==> src/rtl/prefetch_tracker.sv <==
// Fetch-pointer stage: tracks linear fetch address, CS-limit budget and privilege,
// and emits one-shot limit / page-fault markers into the prefetch FIFO.
module prefetch_tracker (
  input  logic        clk,
  input  logic        rst_n,
  input  logic        pr_reset,
  input  logic [31:0] prefetch_eip,
  input  logic [31:0] cs_base,
  input  logic [31:0] cs_limit,
  input  logic [1:0]  prefetch_cpl,
  input  logic        prefetched_do,
  input  logic [4:0]  prefetched_length,
  input  logic        tlbcode_pagefault,
  output logic [31:0] prefetch_address,
  output logic [4:0]  prefetch_length,
  output logic        prefetch_su,
  output logic        prefetchfifo_signal_limit_do,
  output logic        prefetchfifo_signal_pf_do
);

  typedef enum logic [1:0] {
    IDLE       = 2'd0,
    FETCH      = 2'd1,
    LIMIT_DONE = 2'd2,
    FAULT_DONE = 2'd3
  } state_e;

  state_e      state_q;
  logic [31:0] linear_q;
  logic [32:0] left_q;
  logic        su_q;
  logic        limit_pulse_q;
  logic        pf_pulse_q;

  logic [32:0] redirect_left_d;
  logic [32:0] deliver_len;

  // 33-bit budget so a full 4 GiB segment (limit 0xFFFFFFFF, eip 0) is representable.
  assign redirect_left_d = (prefetch_eip > cs_limit) ? 33'd0
                         : {1'b0, cs_limit} - {1'b0, prefetch_eip} + 33'd1;
  assign deliver_len     = {28'd0, prefetched_length};

  // NOTE: every state register uses non-blocking assignment so all flops sample
  // the pre-edge values; blocking here would create order-dependent races.
  always_ff @(posedge clk or negedge rst_n) begin
    if (!rst_n) begin
      state_q       <= IDLE;
      linear_q      <= 32'd0;
      left_q        <= 33'd0;
      su_q          <= 1'b0;
      limit_pulse_q <= 1'b0;
      pf_pulse_q    <= 1'b0;
    end else begin
      limit_pulse_q <= 1'b0;
      pf_pulse_q    <= 1'b0;
      if (pr_reset) begin
        linear_q <= cs_base + prefetch_eip;
        left_q   <= redirect_left_d;
        su_q     <= (prefetch_cpl == 2'd3);
        state_q  <= FETCH;
      end else begin
        case (state_q)
          FETCH: begin
            if (tlbcode_pagefault) begin
              pf_pulse_q <= 1'b1;
              state_q    <= FAULT_DONE;
            end else if (left_q == 33'd0) begin
              limit_pulse_q <= 1'b1;
              state_q       <= LIMIT_DONE;
            end else if (prefetched_do && (prefetched_length != 5'd0)) begin
              linear_q <= linear_q + {27'd0, prefetched_length};
              left_q   <= (deliver_len > left_q) ? 33'd0 : left_q - deliver_len;
            end
          end
          default: ;
        endcase
      end
    end
  end

  // NOTE: the default assignment first keeps this block free of inferred latches.
  always_comb begin
    prefetch_length = 5'd0;
    if (state_q == FETCH)
      prefetch_length = (left_q >= 33'd16) ? 5'd16 : left_q[4:0];
  end

  assign prefetch_address             = linear_q;
  assign prefetch_su                  = su_q;
  assign prefetchfifo_signal_limit_do = limit_pulse_q;
  assign prefetchfifo_signal_pf_do    = pf_pulse_q;

endmodule

==> config.mk <==
export PLATFORM = sky130hd
export DESIGN_NAME = prefetch_tracker
export DESIGN_NICKNAME = d
export VERILOG_FILES = /design/src/rtl/prefetch_tracker.sv
export SDC_FILE = /design/constraint.sdc
export NUM_CORES = 1
export LEC_CHECK = 0
export ABC_AREA = 0
export CAP_MARGIN = 40
export CELL_PAD_IN_SITES_DETAIL_PLACEMENT = 0
export CELL_PAD_IN_SITES_GLOBAL_PLACEMENT = 1
export CORE_MARGIN = 5
export CORE_UTILIZATION = 44
export DETAILED_ROUTE_END_ITERATION = 10
export MAX_ROUTING_LAYER = met4
export PLACE_DENSITY = 0.94
export SLEW_MARGIN = 20
export SYNTH_ARGS = -nofsm -noshare
export SYNTH_HDL_FRONTEND = slang
export SYNTH_SLANG_ARGS = --single-unit
==> constraint.sdc <==
create_clock -name clk -period 5.8 [get_ports clk]
set_input_delay 1.45 -clock clk [delete_from_list [all_inputs] [get_ports clk]]
set_output_delay 1.45 -clock clk [all_outputs]
set_load 0.01 [all_outputs]
==> results of run 1 <==
## routing by layer
metal / up-vias / wire [µm] / global-route usage
met5: - / 0 / -
met4: 0 / 258 / 0.0531
met3: 18 / 850 / 0.0190
met2: 192 / 11700 / 0.364
met1: 3770 / 11300 / 0.294
li1: 4147 / - / -
## worst max-delay path by stage
stage	startpoint	to	cells past startpoint
final	prefetch_eip[1]	left_q[31]	15
after CTS	prefetch_eip[1]	left_q[31]	15
after detailed placement	prefetch_eip[1]	left_q[31]	15
after global routing	prefetch_eip[1]	left_q[31]	15
after floorplan	cs_limit[1]	left_q[31]	15
after global placement	prefetch_eip[1]	left_q[31]	15
## cell usage in the layout, fill, tap and decap left out, types with 4 or more instances in the layout
master	synthesis	layout
a211oi_1	10	10
a21o_1	47	47
a21oi_1	111	111
a221oi_1	4	4
a31oi_1	7	7
and2_1	12	12
and3_1	10	10
buf_4	0	8
clkbuf_16	0	9
clkdlybuf4s50_1	0	145
dfrtp_1	70	70
fa_1	4	4
ha_1	136	136
inv_1	101	101
mux2i_1	8	8
nand2_1	60	60
nand2b_1	13	13
nand3_1	29	29
nand4_1	16	16
nor2_1	75	75
nor2b_1	19	19
nor3_1	26	26
nor4_1	9	9
o2111ai_1	4	4
o211ai_1	8	8
o21a_1	12	12
o21ai_0	71	71
o21ai_1	4	4
o21bai_1	13	13
o31ai_1	7	7
or3_1	6	6
or4_1	5	5
xnor2_1	56	56
xor2_1	43	43
## worst reg2reg max path: stages, from the launching register on
cell	delay [ns]
dfrtp_1	0.44
or4_1	0.62
nor4_4	0.33
nand4_2	0.26
o21a_1	0.38
o21ai_1	0.46
nor2b_1	0.23
nand4_1	0.16
xor2_1	0.15
mux2i_1	0.08
## stage by stage
| stage | cells | hold WS (ns) | util | worst slack (ns) | total power [W] |
|---|---|---|---|---|---|
| after floorplan | 1083 | 0.454 | - | 1.41 | 0.00151 |
| after global placement | 1472 | 0.470 | 0.535 | 0.628 | 0.00189 |
| after detailed placement | 1474 | 0.484 | 0.537 | 0.557 | 0.00191 |
| after CTS | 1490 | 0.498 | 0.552 | 0.896 | 0.00251 |
| after global routing | 1490 | 0.540 | 0.552 | 0.592 | 0.00268 |
| final | 1491 | 0.493 | 0.552 | 0.894 | 0.00250 |
## sequential cells by signal, indices dropped and copies added, names as in the netlist
signal,flops
left_q,33
prefetch_address,32
state_q,2
prefetch_su,1
prefetchfifo_signal_limit_do,1
prefetchfifo_signal_pf_do,1
## logic make-up after synthesis
kind of cell	Yosys count	synth area share
adders and majority gates	140	0.206
AOI/OAI and AO/OA	334	0.244
and+or+nand+nor	298	0.177
DFF	70	0.202
buffers and inverters	132	0.0592
muxes	10	0.0118
xor gates and xnor gates	99	0.100
## power groups by stage
stage	Clock [W]	Sequential [W]	Combinational, W
floorplan	0	0.000744	0.000771
global placement	0	0.000745	0.00114
detailed placement	0	0.000750	0.00116
CTS	0.000590	0.000744	0.00117
global route	0.000610	0.000764	0.00131
finish	0.000579	0.000746	0.00117
## cell type report
type                       instances  area (µm²)  share of cell area
inverter                         102         383              0.0357
sequential                        70        1750               0.163
tap                              265         332              0.0309
antenna                            1        2.50            0.000234
clock inverter                     5        58.8             0.00549
clock buffer                      11         243              0.0227
timing repair buffer             156        1550               0.145
multi-input combinational        881        6400               0.597
==> flow_summary.json, run 1 <==
{
  "fillerInstances": 1866,
  "wl_per_cell_um": 16.1,
  "synth_area_um2": 8660,
  "status": "finished clean",
  "clk_latency_ns": 0.35,
  "r2r_slack_ns": 2.55,
  "crit_arrival_ns": 5.12,
  "cts.sinks": 70,
  "worstSetupPathType": "input pin to flip-flop",
  "path_buf_inv": 3,
  "route.detailed.drc": 0,
  "finalSetupViolations": 0,
  "hold_viol": 0,
  "clk_path_buf_depth": 2,
  "pwr-share-clk": 0.232,
  "timing.max_cap.violations": 0,
  "hpwl_mm": 19.6,
  "fin_tns_setup_ns": 0,
  "fin_crit_sh": 0.846,
  "switching_power_w": 0.000985,
  "hold_buffers": 0,
  "nets": 1468,
  "netlist_instances": 1083,
  "die_height_um": 150,
  "cts.clk_slew.worst_paths_ns": 0.05,
  "synth_warnings": 0,
  "numCtsBuffers": 9,
  "whs_path_depth": 2,
  "synth_cell_type_count": 72,
  "max_freq_mhz": 204,
  "fp.dieW_um": 150,
  "leakagePower_nw": 4.95,
  "post-synth-top-area-cell": "dfrtp_1",
  "grt_antenna_before_repair": 0,
  "cts_setup_buffers": 0,
  "synth-edff-count": 0,
  "synth_nets": 1331,
  "yosysSeqAreaShare": 0.202,
  "synthTopCellsByArea": "dfrtp_1, ha_1, a21oi_1, xnor2_1, inv_1",
  "seqPwrFrac": 0.299,
  "gp_congestion": 0.919,
  "drtIter0Drc": 463,
  "dieArea_um2": 22600,
  "yosys.cell_count.top_type": "ha_1",
  "grt.overflow.total": 0,
  "cts_resized": 0,
  "grt_max_degree": 50,
  "io_buffers": 147,
  "area_growth_pct": 23.7,
  "start_util": 0.446,
  "ys_seq_elements": 70,
  "routed_wl_mm": 24.0,
  "worst_pin_slew_ns": 0.750,
  "crit_fanout": 5,
  "rsz0062_at_grt": "false",
  "maxSlewHeadroom": 0.497,
  "cts_root_buffer": "clkbuf_16",
  "worst_setup_path_start_kind": "input pin",
  "ir_drop_v": 0.000180,
  "synth_top_area_frac": 0.202,
  "dr_total_vias": 8127,
  "syn_avg_cell_area_um2": 8.00,
  "power.density_nw_per_um2": 233,
  "antenna_left": 0,
  "crit_path_top_delay_cell": "o41ai_1",
  "io_pins": 148,
  "fin_skew_ns": 0.0152,
  "crit-reg2reg-capture": "prefetch_address[26]",
  "path_cells": "clkdlybuf4s50_1 > ha_1 > inv_1 > ha_1 > inv_1 > fa_1 > o31a_1 > o31ai_1 > a221o_1 > a31oi_2 > o41ai_1 > o41ai_1 > mux2i_1 > o21ai_0 > nand3_1",
  "viasPerCell": 5.45,
  "cp.required_ns": 6.01,
  "coreArea_um2": 19400,
  "hold_path.class": "flip-flop to flip-flop",
  "synth_ff_type": "dfrtp_1",
  "postPlaceCellArea_um2": 10400,
  "first_pass_iters": 5,
  "slew_violations": 0,
  "r2r_start": "left_q[23]",
  "switching_share": 0.394,
  "grt_use_total": 0.220,
  "num_rows": 51,
  "htree_levels": 3,
  "p_int_w": 0.00151,
  "holdPathEnd": "left_q[20]",
  "max_stage_delay_ns": 0.59,
  "hp-start": "left_q[20]",
  "fin_area_um2": 10700,
  "post-route-min-period_ns": 4.91,
  "path_delay_family": "compound AO/OA/AOI/OAI gates",
  "synth-async-reset-ratio": 1.00,
  "grt_pass1_wl_mm": 39.3,
  "cp-end-kind": "flip-flop",
  "synth_commonest_cells": "ha_1, a21oi_1, inv_1, nor2_1, o21ai_0",
  "grt_pass1_vias": 7994,
  "cts_tree": "built",
  "drive_gt1_frac": 0.0351,
  "combPwrFrac": 0.470,
  "rr_worst_depth": 9
}
(Power assumes the default switching activity.)
==> run 2: changes to the inputs <==
CORE_UTILIZATION = 37   (was 44)
PLACE_DENSITY = 0.85   (was 0.94)
clock period = 4.3 ns   (was 5.8 ns; I/O delays follow)
==> run 2 against run 1 <==
  * Clock skew decreased by 0.0035 ns
  * Final cell count rose by 9.3%
  * Critical path depth down 1
  * Non-clock buffer count grew 86
  * Global-route usage fell by 2.1 points
  * Register-to-register slack worse by 1.6 ns
  * Clock-buffer cell count fell by 1
  * Critical path type unchanged
  * Sequential cell count stayed put
  * Worst hold slack improved by 0.0033 ns
  * Design area up 6.9%
  * Largest power group unchanged
==> flow_summary.json, run 2 (synthesis gave the netlist of run 1 again) <==
{
  "hold_path.class": "flip-flop to flip-flop",
  "io_pins": 148,
  "largest_reg_flops": 33,
  "diodes": 0,
  "m1WireLength_mm": 12.2,
  "cp.required_ns": 4.50,
  "largest_register": "left_q",
  "cts.clk_slew.worst_paths_ns": 0.06,
  "drtIter0Drc": 373,
  "route.detailed.drc": 0,
  "fin_tns_setup_ns": 0,
  "ir_drop_v": 0.000188,
  "drive_gt1_frac": 0.103,
  "clk_latency_ns": 0.34,
  "crit_fanout": 3,
  "first_pass_iters": 5,
  "nets": 1554,
  "highest_layer": "met4",
  "die_height_um": 163,
  "timing.max_cap.violations": 0,
  "io_buffers": 147,
  "area_growth_pct": 32.2,
  "slew_violations": 0,
  "hpwl_mm": 21.1,
  "multi_input_area_um2": 6440,
  "grt_max_degree": 49,
  "dr_total_vias": 8378,
  "wl_per_cell_um": 15.6,
  "wl_met2_mm": 12.2,
  "rsz0062_at_grt": "false",
  "crit_arrival_ns": 4.32,
  "clk_path_buf_depth": 2,
  "numCtsBuffers": 9,
  "antenna_left": 0,
  "cts.sinks": 70,
  "leakagePower_nw": 5.37,
  "cts_setup_buffers": 0,
  "viasPerCell": 5.14,
  "max_freq_mhz": 243,
  "cp-end-kind": "flip-flop",
  "start_util": 0.372,
  "fp.dieW_um": 163,
  "routed_wl_mm": 25.5,
  "power.density_nw_per_um2": 299,
  "worstSetupPathType": "input pin to flip-flop",
  "holdWs_ns": 0.496,
  "crit_path_top_delay_cell": "or4_4",
  "power_w": 0.00343,
  "max_stage_delay_ns": 0.52,
  "post-route-min-period_ns": 4.12,
  "fin_area_um2": 11500,
  "status": "finished clean",
  "num_rows": 56,
  "worst_setup_path_start_kind": "input pin",
  "hold_buffers": 0,
  "coreArea_um2": 23300,
  "postPlaceCellArea_um2": 11100,
  "hold_viol": 0,
  "htree_levels": 3,
  "finalSetupViolations": 0,
  "seq_area_um2": 1750,
  "wl_met3_um": 700,
  "grt_pass1_wl_mm": 42.2,
  "grt.overflow.total": 0,
  "path_cells": "clkdlybuf4s50_1 > inv_1 > ha_1 > ha_1 > a21oi_1 > a211oi_1 > or4_4 > a31oi_4 > o31ai_1 > a311oi_1 > o21ai_0 > a21oi_1 > xor2_1 > o221ai_1",
  "gp_congestion": 0.894,
  "fillerInstances": 2342,
  "fin_skew_ns": 0.0117,
  "cts_resized": 0,
  "grt_antenna_before_repair": 0,
  "grt_use_total": 0.199,
  "final_common_cell": "clkdlybuf4s50_1",
  "cts_root_buffer": "clkbuf_16",
  "grt_pass1_vias": 8517,
  "dieArea_um2": 26600,
  "cts_tree": "built",
  "worst_pin_slew_ns": 0.785,
  "fin_crit_sh": 0.958,
  "maxSlewHeadroom": 0.475,
  "final_cell_mix": "clkdlybuf4s50_1, ha_1, a21oi_1"
}
## run 2: final timing paths
| kind | startpoint | to | slack [ns] | cells after the start |
|---|---|---|---|---|
| max | prefetch_eip[3] | left_q[26] | 0.18 | 14 |
| min | state_q[1] | state_q[1] | 0.50 | 2 |
| max reg2reg | left_q[25] | left_q[29] | 0.95 | 9 |
| min reg2reg | state_q[1] | state_q[1] | 0.50 | 2 |
| max in group asynchronous | rst_n | left_q[22] | 2.97 | 3 |
| min in group asynchronous | rst_n | prefetch_su | 0.74 | 2 |
## run 2: critical path, delay by kind of cell
kind            cells  cell delay (ns)
buf+inv             2             0.53
fa+ha+maj           2             0.66
simple gates        1             0.52
xor+xnor            1             0.19
compound gates      8             1.36
## run 2: layer usage
layer,global-route usage,vias up
met5,-,-
met4,0.0450,0
met3,0.0172,21
met2,0.330,148
met1,0.266,3895
li1,-,4314
## run 2: layout make-up
cell class                 instances  area share
clock buffer                      10      0.0200
clock inverter                     6     0.00339
inverter                         102      0.0334
multi-input combinational        881       0.563
sequential                        70       0.153
tap                              319      0.0349
timing repair buffer             242       0.193
## run 2: report_power, final
part / internal [W] / switching (W) / total (W)
registers: 0.000829 / 0.000181 / 0.00101
clock network: 0.000389 / 0.000302 / 0.000691
logic: 0.000852 / 0.000876 / 0.00173
total: 0.00207 / 0.00136 / 0.00343
## run 2: through the flow
| step | cells | setup slack, ns | util |
|---|---|---|---|
| 4_1_cts | 1630 | 0.0557 | 0.490 |
| 5_1_grt | 1630 | 0.0146 | 0.492 |
| 6_report | 1630 | 0.182 | 0.492 |
| 3_5_place_dp | 1614 | -0.282 | 0.479 |
| 3_3_place_gp | 1613 | -0.275 | 0.478 |
| 2_1_floorplan | 1083 | 0.284 | - |
